$ cat src/rtl/imem_loader.sv
// Boot-time instruction-memory loader: assembles little-endian 32-bit words from a
// byte stream and writes them at sequential word addresses. Optional checksum: IMEM_LOADER_CHECKSUM_EN.
module imem_loader #(
  parameter int ADDR_W = 6
) (
  input  logic              clk,
  input  logic              rst,
  input  logic              start,
  input  logic [ADDR_W:0]   num_words,
  input  logic [7:0]        byte_in,
  input  logic              byte_valid,
  output logic              byte_ready,
  output logic              mem_we,
  output logic [ADDR_W-1:0] mem_addr,
  output logic [31:0]       mem_wdata,
  output logic              cpu_hold,
  output logic              busy,
  output logic              done,
  output logic              csum_err
);

  localparam logic [2:0] S_IDLE  = 3'd0;
  localparam logic [2:0] S_RECV  = 3'd1;
  localparam logic [2:0] S_WRITE = 3'd2;
  localparam logic [2:0] S_DONE  = 3'd3;
  localparam logic [2:0] S_CHECK = 3'd4;

  localparam logic [ADDR_W:0] DEPTH = {1'b1, {ADDR_W{1'b0}}};

  logic [2:0]        state_reg, state_next;
  logic [ADDR_W:0]   target_reg, target_next;
  logic [ADDR_W:0]   word_cnt_reg, word_cnt_next;
  logic [1:0]        byte_cnt_reg, byte_cnt_next;
  logic [31:0]       asm_reg, asm_next;
  logic [ADDR_W-1:0] mem_addr_reg, mem_addr_next;
  logic [31:0]       mem_wdata_reg, mem_wdata_next;
  logic              busy_reg, busy_next;
  logic              done_reg, done_next;
  logic              hold_reg, hold_next;

  logic              xfer;
  logic              last_byte;
  logic [ADDR_W:0]   clamped;
  logic [ADDR_W:0]   word_cnt_inc;

`ifdef IMEM_LOADER_CHECKSUM_EN
  logic [31:0]       sum_reg, sum_next;
  logic              csum_err_reg, csum_err_next;
  logic              mismatch;

  assign byte_ready = (state_reg == S_RECV) || (state_reg == S_CHECK);
  assign csum_err   = csum_err_reg;
  assign mismatch   = (asm_next != sum_reg);
`else
  assign byte_ready = (state_reg == S_RECV);
  assign csum_err   = 1'b0;
`endif

  assign mem_we       = (state_reg == S_WRITE);
  assign xfer         = byte_valid && byte_ready;
  assign last_byte    = xfer && (byte_cnt_reg == 2'd3);
  assign clamped      = (num_words > DEPTH) ? DEPTH : num_words;
  assign word_cnt_inc = word_cnt_reg + (ADDR_W+1)'(1);

  assign mem_addr  = mem_addr_reg;
  assign mem_wdata = mem_wdata_reg;
  assign busy      = busy_reg;
  assign done      = done_reg;
  assign cpu_hold  = hold_reg;

  // Each accepted byte lands in the lane selected by byte_cnt; other lanes hold.
  genvar gi;
  generate
    for (gi = 0; gi < 4; gi++) begin : g_lane
      assign asm_next[gi*8 +: 8] = (xfer && (byte_cnt_reg == 2'(gi))) ? byte_in
                                                                     : asm_reg[gi*8 +: 8];
    end
  endgenerate

  always_comb begin
    state_next     = state_reg;
    target_next    = target_reg;
    word_cnt_next  = word_cnt_reg;
    byte_cnt_next  = byte_cnt_reg;
    mem_addr_next  = mem_addr_reg;
    mem_wdata_next = mem_wdata_reg;
    busy_next      = busy_reg;
    done_next      = done_reg;
    hold_next      = hold_reg;
`ifdef IMEM_LOADER_CHECKSUM_EN
    sum_next       = sum_reg;
    csum_err_next  = csum_err_reg;
`endif

    case (state_reg)
      S_IDLE, S_DONE: begin
        if (start) begin
          target_next   = clamped;
          word_cnt_next = '0;
          byte_cnt_next = 2'd0;
          done_next     = 1'b0;
`ifdef IMEM_LOADER_CHECKSUM_EN
          sum_next      = '0;
          csum_err_next = 1'b0;
`endif
          // An empty image completes immediately and releases the CPU.
          if (clamped == '0) begin
            state_next = S_DONE;
            done_next  = 1'b1;
            busy_next  = 1'b0;
            hold_next  = 1'b0;
          end else begin
            state_next = S_RECV;
            busy_next  = 1'b1;
            hold_next  = 1'b1;
          end
        end
      end

      S_RECV: begin
        if (xfer) begin
          byte_cnt_next = byte_cnt_reg + 2'd1;
        end
        if (last_byte) begin
          state_next     = S_WRITE;
          mem_addr_next  = word_cnt_reg[ADDR_W-1:0];
          mem_wdata_next = asm_next;
        end
      end

      S_WRITE: begin
        word_cnt_next = word_cnt_inc;
`ifdef IMEM_LOADER_CHECKSUM_EN
        sum_next      = sum_reg + mem_wdata_reg;
`endif
        if (word_cnt_inc == target_reg) begin
`ifdef IMEM_LOADER_CHECKSUM_EN
          state_next = S_CHECK;
`else
          state_next = S_DONE;
          done_next  = 1'b1;
          busy_next  = 1'b0;
          hold_next  = 1'b0;
`endif
        end else begin
          state_next = S_RECV;
        end
      end

`ifdef IMEM_LOADER_CHECKSUM_EN
      S_CHECK: begin
        if (xfer) begin
          byte_cnt_next = byte_cnt_reg + 2'd1;
        end
        // A bad image keeps the CPU held even though the load has finished.
        if (last_byte) begin
          state_next    = S_DONE;
          csum_err_next = mismatch;
          done_next     = 1'b1;
          busy_next     = 1'b0;
          hold_next     = mismatch;
        end
      end
`endif

      default: begin
        state_next = S_IDLE;
      end
    endcase
  end

  always_ff @(posedge clk) begin
    if (rst) begin
      state_reg     <= S_IDLE;
      target_reg    <= '0;
      word_cnt_reg  <= '0;
      byte_cnt_reg  <= 2'd0;
      asm_reg       <= '0;
      mem_addr_reg  <= '0;
      mem_wdata_reg <= '0;
      busy_reg      <= 1'b0;
      done_reg      <= 1'b0;
      hold_reg      <= 1'b1;
`ifdef IMEM_LOADER_CHECKSUM_EN
      sum_reg       <= '0;
      csum_err_reg  <= 1'b0;
`endif
    end else begin
      state_reg     <= state_next;
      target_reg    <= target_next;
      word_cnt_reg  <= word_cnt_next;
      byte_cnt_reg  <= byte_cnt_next;
      asm_reg       <= asm_next;
      mem_addr_reg  <= mem_addr_next;
      mem_wdata_reg <= mem_wdata_next;
      busy_reg      <= busy_next;
      done_reg      <= done_next;
      hold_reg      <= hold_next;
`ifdef IMEM_LOADER_CHECKSUM_EN
      sum_reg       <= sum_next;
      csum_err_reg  <= csum_err_next;
`endif
    end
  end

endmodule
$ cat config.mk
export PLATFORM = sky130hd
export DESIGN_NAME = imem_loader
export DESIGN_NICKNAME = d
export VERILOG_FILES = /design/src/rtl/imem_loader.sv
export SDC_FILE = /design/constraint.sdc
export NUM_CORES = 1
export LEC_CHECK = 0
export BUFFER_PORTS_ARGS = -buffer_cell sky130_fd_sc_hd__buf_2
export CORE_MARGIN = 2
export CORE_UTILIZATION = 59
export DETAILED_ROUTE_END_ITERATION = 8
export GPL_ROUTABILITY_DRIVEN = 0
export PLACE_DENSITY = 0.84
export SLEW_MARGIN = 20
export SYNTH_ARGS = -nofsm -noshare
export SYNTH_HDL_FRONTEND = slang
export SYNTH_SLANG_ARGS = --single-unit
$ cat constraint.sdc
create_clock -name clk -period 3.5 [get_ports clk]
set_input_delay 0.525 -clock clk [delete_from_list [all_inputs] [get_ports clk]]
set_output_delay 0.525 -clock clk [all_outputs]
set_load 0.005 [all_outputs]
Word-level counts from Yosys, hierarchy flattened:

Index checks and enable logic that the tools add are counted.

* register bits: 92
* output and inout port bits: 44
* logic and storage cells: 64

* $add $sub $neg: 2
* order comparisons: 1
* equality and inequality tests: 11
* muxes and demuxes: 23
* reduce and logical (&&, ||, !) cells: 17

Operators by type and width (count)
* 2-to-1 mux 8 bit: 4
* 2-to-1 mux 7 bit: 2
* case mux 7 bit (2 select lines): 1
* case mux 3 bit (3 select lines): 1
* 2-to-1 mux 2 bit: 4
* AND reduction 2 bit: 4
* adder 7 x 1 -> 7 bit (second input constant): 1
* == test 7 bit: 1
* greater-than comparator 7 bit (second input constant): 1
* zero test 7 bit: 1
* == test 3 x 2 -> 1 bit (second input constant): 2
* 2-to-1 mux 1 bit: 6
* 2-to-1 mux 3 bit: 2
* inequality test 2 x 1 -> 1 bit (second input constant): 3
* AND reduction 3 bit: 2
* logical AND 1 bit: 5
* == test 2 bit (second input constant): 2
* case mux 1 bit (2 select lines): 2
* case mux 2 bit (2 select lines): 1
* nonzero test 2 bit: 2
* == test 3 x 1 -> 1 bit (second input constant): 1
* zero test 3 bit: 1
* adder 2 x 1 -> 2 bit (second input constant): 1
* == test 2 x 1 -> 1 bit (second input constant): 1
* 3 further kinds: 3

Longest topological paths before layout:

* depth in word-level cells: 6
* gate-level depth with buffers: 9

Worst setup path after synthesis:

OpenSTA, ideal clock, no wires.

* path type: flip-flop to flip-flop
* start: register word_cnt_reg[0]
* end: register state_reg[1]
* library setup time: 0.060 ns
* arrival: 1.683 ns
* data required time: 3.440 ns
* setup slack: 1.757 ns
* stages on the path, launching flop included: 8
* path buffers: 1
* path through: dfxtp_1 ha_1 buf_2 nand3_1 xnor2_1 nand4_2 nor4_4 o221a_1

* cells in the longest elaborated chain, start to end: 4

Ends and longest elaborated chain
* start, declared: line 32 `logic [ADDR_W:0] word_cnt_reg, word_cnt_next;`
* start signal, assigned: line 191 `word_cnt_reg <= word_cnt_next;`
* adder 7 x 1 -> 7 bit: line 63 `assign word_cnt_inc = word_cnt_reg + (ADDR_W+1)'(1);`
* == test 7 bit: line 136 `if (word_cnt_inc == target_reg) begin`
* 2-to-1 mux 2 bit: line 136
* case mux 3 bit (3 select lines): line 95 `case (state_reg)`
* end signal, assigned: line 189 `state_reg <= state_next;`
* end, declared: line 30 `logic [2:0] state_reg, state_next;`

Every way passes these cells.
A chain may end at the register's enable or synchronous reset.

Final worst setup path:

* start: register state_reg[0]
* end: register state_reg[0]

* cells in the longest elaborated chain, start to end: 5

Ends and longest elaborated chain
* == test 3 x 1 -> 1 bit: line 55, 95
* logical AND 1 bit: line 60 `assign xfer = byte_valid && byte_ready;`
* logical AND 1 bit: line 61 `assign last_byte = xfer && (byte_cnt_reg == 2'd3);`
* inequality test 2 x 1 -> 1 bit (no line)
* AND reduction 2 bit (no line)

Parallel ways exist; a longest one is shown, timed or not.

==> run metrics <==
status finished clean; drt total wl 7.24 mm; Storage cell area 1660 um^2; Worst-path clk slew 0.09 ns; Worst-Margin Slew 1.05 ns; clock root cell clkbuf_8; clock buffer depth 2; Gate Count Post-Synth 377; Design Power between 2 and 2.5 mW; via count 2,765; DRC viols 0; Main synth FF type dfxtp_1; Cells after DPL 482; M1 GR Usage 31.4%; Final Hold Vio Count 0; Resized Gates After CTS 0; TNS Setup 0 ns; Die Ht 80.0 um; endpoint class of the critical path register; post-synthesis sequential area ratio approximately half; most common cell after layout, fill and taps aside dfxtp_1; wire per inst 14.5 um; multi-input logic area 1580 um^2; Max Slew Vio Count 0; Yosys Warn Count 0; Area Growth Syn to Fin 13.7%; Hold Buf Count CTS 0; Avg Cell Area, Syn 9.03 um^2; clk sink count 83; met2 GRT Util 36.4%; n_diodes 0; RSZ-0062 raised after global routing false; Final period util 64.5%; Area after DPL 3680 um^2; Post-CTS Setup Bufs 0; Die Wd 80.0 um; number of synthesized flops with an enable pin 0; Placement Setup Slack 1.34 ns; Rows 27; IO Port Bufs 61; fmax around 440 MHz; GRT Overall Usage 23.4%; top-level port count 63; Lkg Pwr 1.71 nW; die footprint between 6000 and 7000 um^2; FILL cells 425; Hold Path Class in2reg; largest net degree at the start of global routing 63; TritonCTS clock tree done; Max FO, Critical Path 15; Async SR Flop Fraction 0%; Setup violations, final 0; design area approximately 3900 um^2; Yosys reg bits 83; Unique masters post-synth 41; final cell count without fillers 498; WP data arrival 2.52 ns; Peak VDD IR 0.324 mV; Worst Skew 0.0104 ns; max FFs per register 32; Max H-tree Level 3; Routed Antenna Nets 0; Skew-Pair Late Insertion Delay 0.35 ns; Vias per Instance ~5.6; worst setup margin 1.24 ns; CP required between 3 and 4 ns; layout cells sized above 1 21.6%; power density over the cells 564 nW/um^2; most frequent cells in the layout dfxtp_1, nor2_1, buf_2; syn_nets 404; drt pass-1 iters 5; DRT iter0 DRCs approximately 210; first-pass GRT wire length 11.5 mm; GR Util met3 7.35%; critical path launch point type register; CTS Buf Count 9; core area 5540 um^2; critical setup path kind reg2reg; MaxCap Viol Count 0; vias in the first global route 2,400; final net count 448; DP HPWL 4.87 mm; initial antenna violation count 0; max_slew headroom 30.2%; Initial Util approximately 61%; Post-Syn Area 3400 um^2; GRT overflow 0; Tmin final 2.26 ns; global route hottest layer met2
## cell usage after synthesis, types with 3 or more instances
library cell  number  area [um^2]
buf_2              7         35.0
inv_1              8         30.0
a211oi_1          27          203
nor3b_1            6         45.0
nand2_2            3         18.8
nor3_1             6         30.0
buf_4              3         22.5
clkbuf_1          20         75.1
a22oi_1            3         22.5
a21oi_1           27          135
dfxtp_1           83         1660
nand2_1           36          135
ha_1               8          100
nand3_1            6         30.0
mux2i_1           25          250
xnor2_1            8         70.1
nor2_1            67          251
o21ai_0            4         20.0
## through the flow
stage	hold slack (ns)	utilization (%)
floorplan	0.450	-
global placement	0.448	66.5
detailed placement	0.451	66.5
CTS	0.437	69.8
global route	0.436	69.8
finish	0.443	69.8
## layout make-up
cell class / instances / share of cell area, %
tap: 72 / 2.33
clock inverter: 6 / 1.26
clock buffer: 10 / 3.56
multi-input combinational: 256 / 40.8
sequential: 83 / 42.9
inverter: 8 / 0.776
timing repair buffer: 63 / 8.28
## logic make-up after synthesis
| group | after synthesis | synth area share (%) |
|---|---|---|
| flip-flops | 83 | 48.8 |
| AND/OR/NAND/NOR | 136 | 18.1 |
| multiplexers | 27 | 8.01 |
| buffers and inverters | 38 | 4.78 |
| AO/OA/AOI/OAI | 73 | 14.2 |
| XOR/XNOR | 11 | 3.05 |
| adder cells (fa/ha/maj) | 8 | 2.94 |
| other | 1 | 0.110 |
## critical path, stage by stage (launching register included)
cell and delay (ns):
dfxtp_1 0.39, ha_1 0.35, and2_0 0.41, nand2_1 0.42, a21oi_1 0.35, nor2_1 0.06, a211oi_1 0.20
## worst paths after layout
| kind | startpoint | to | slack [ns] | cells after the start |
|---|---|---|---|---|
| max | state_reg[0] | state_reg[0] | 1.24 | 6 |
| max reg2reg | state_reg[0] | state_reg[0] | 1.24 | 6 |
| min reg2reg | mem_addr[3] | mem_addr[3] | 0.46 | 2 |
| min | byte_in[0] | mem_wdata[24] | 0.44 | 3 |
## per-layer routing
layer / vias up / part of all wire [%]
li1: 1378 / -
met1: 1284 / 45
met2: 95 / 47
met3: 8 / 6.3
met4: 0 / 1.2
met5: - / 0
## power by group
part | total, mW | switching, mW | internal (mW) | leakage [nW]
logic | 0.499 | 0.314 | 0.185 | 0.938
clock network | 0.643 | 0.359 | 0.283 | 0.0968
registers | 1.04 | 0.0395 | 1.00 | 0.671
No activity file was read; power rests on OpenSTA's default activity.
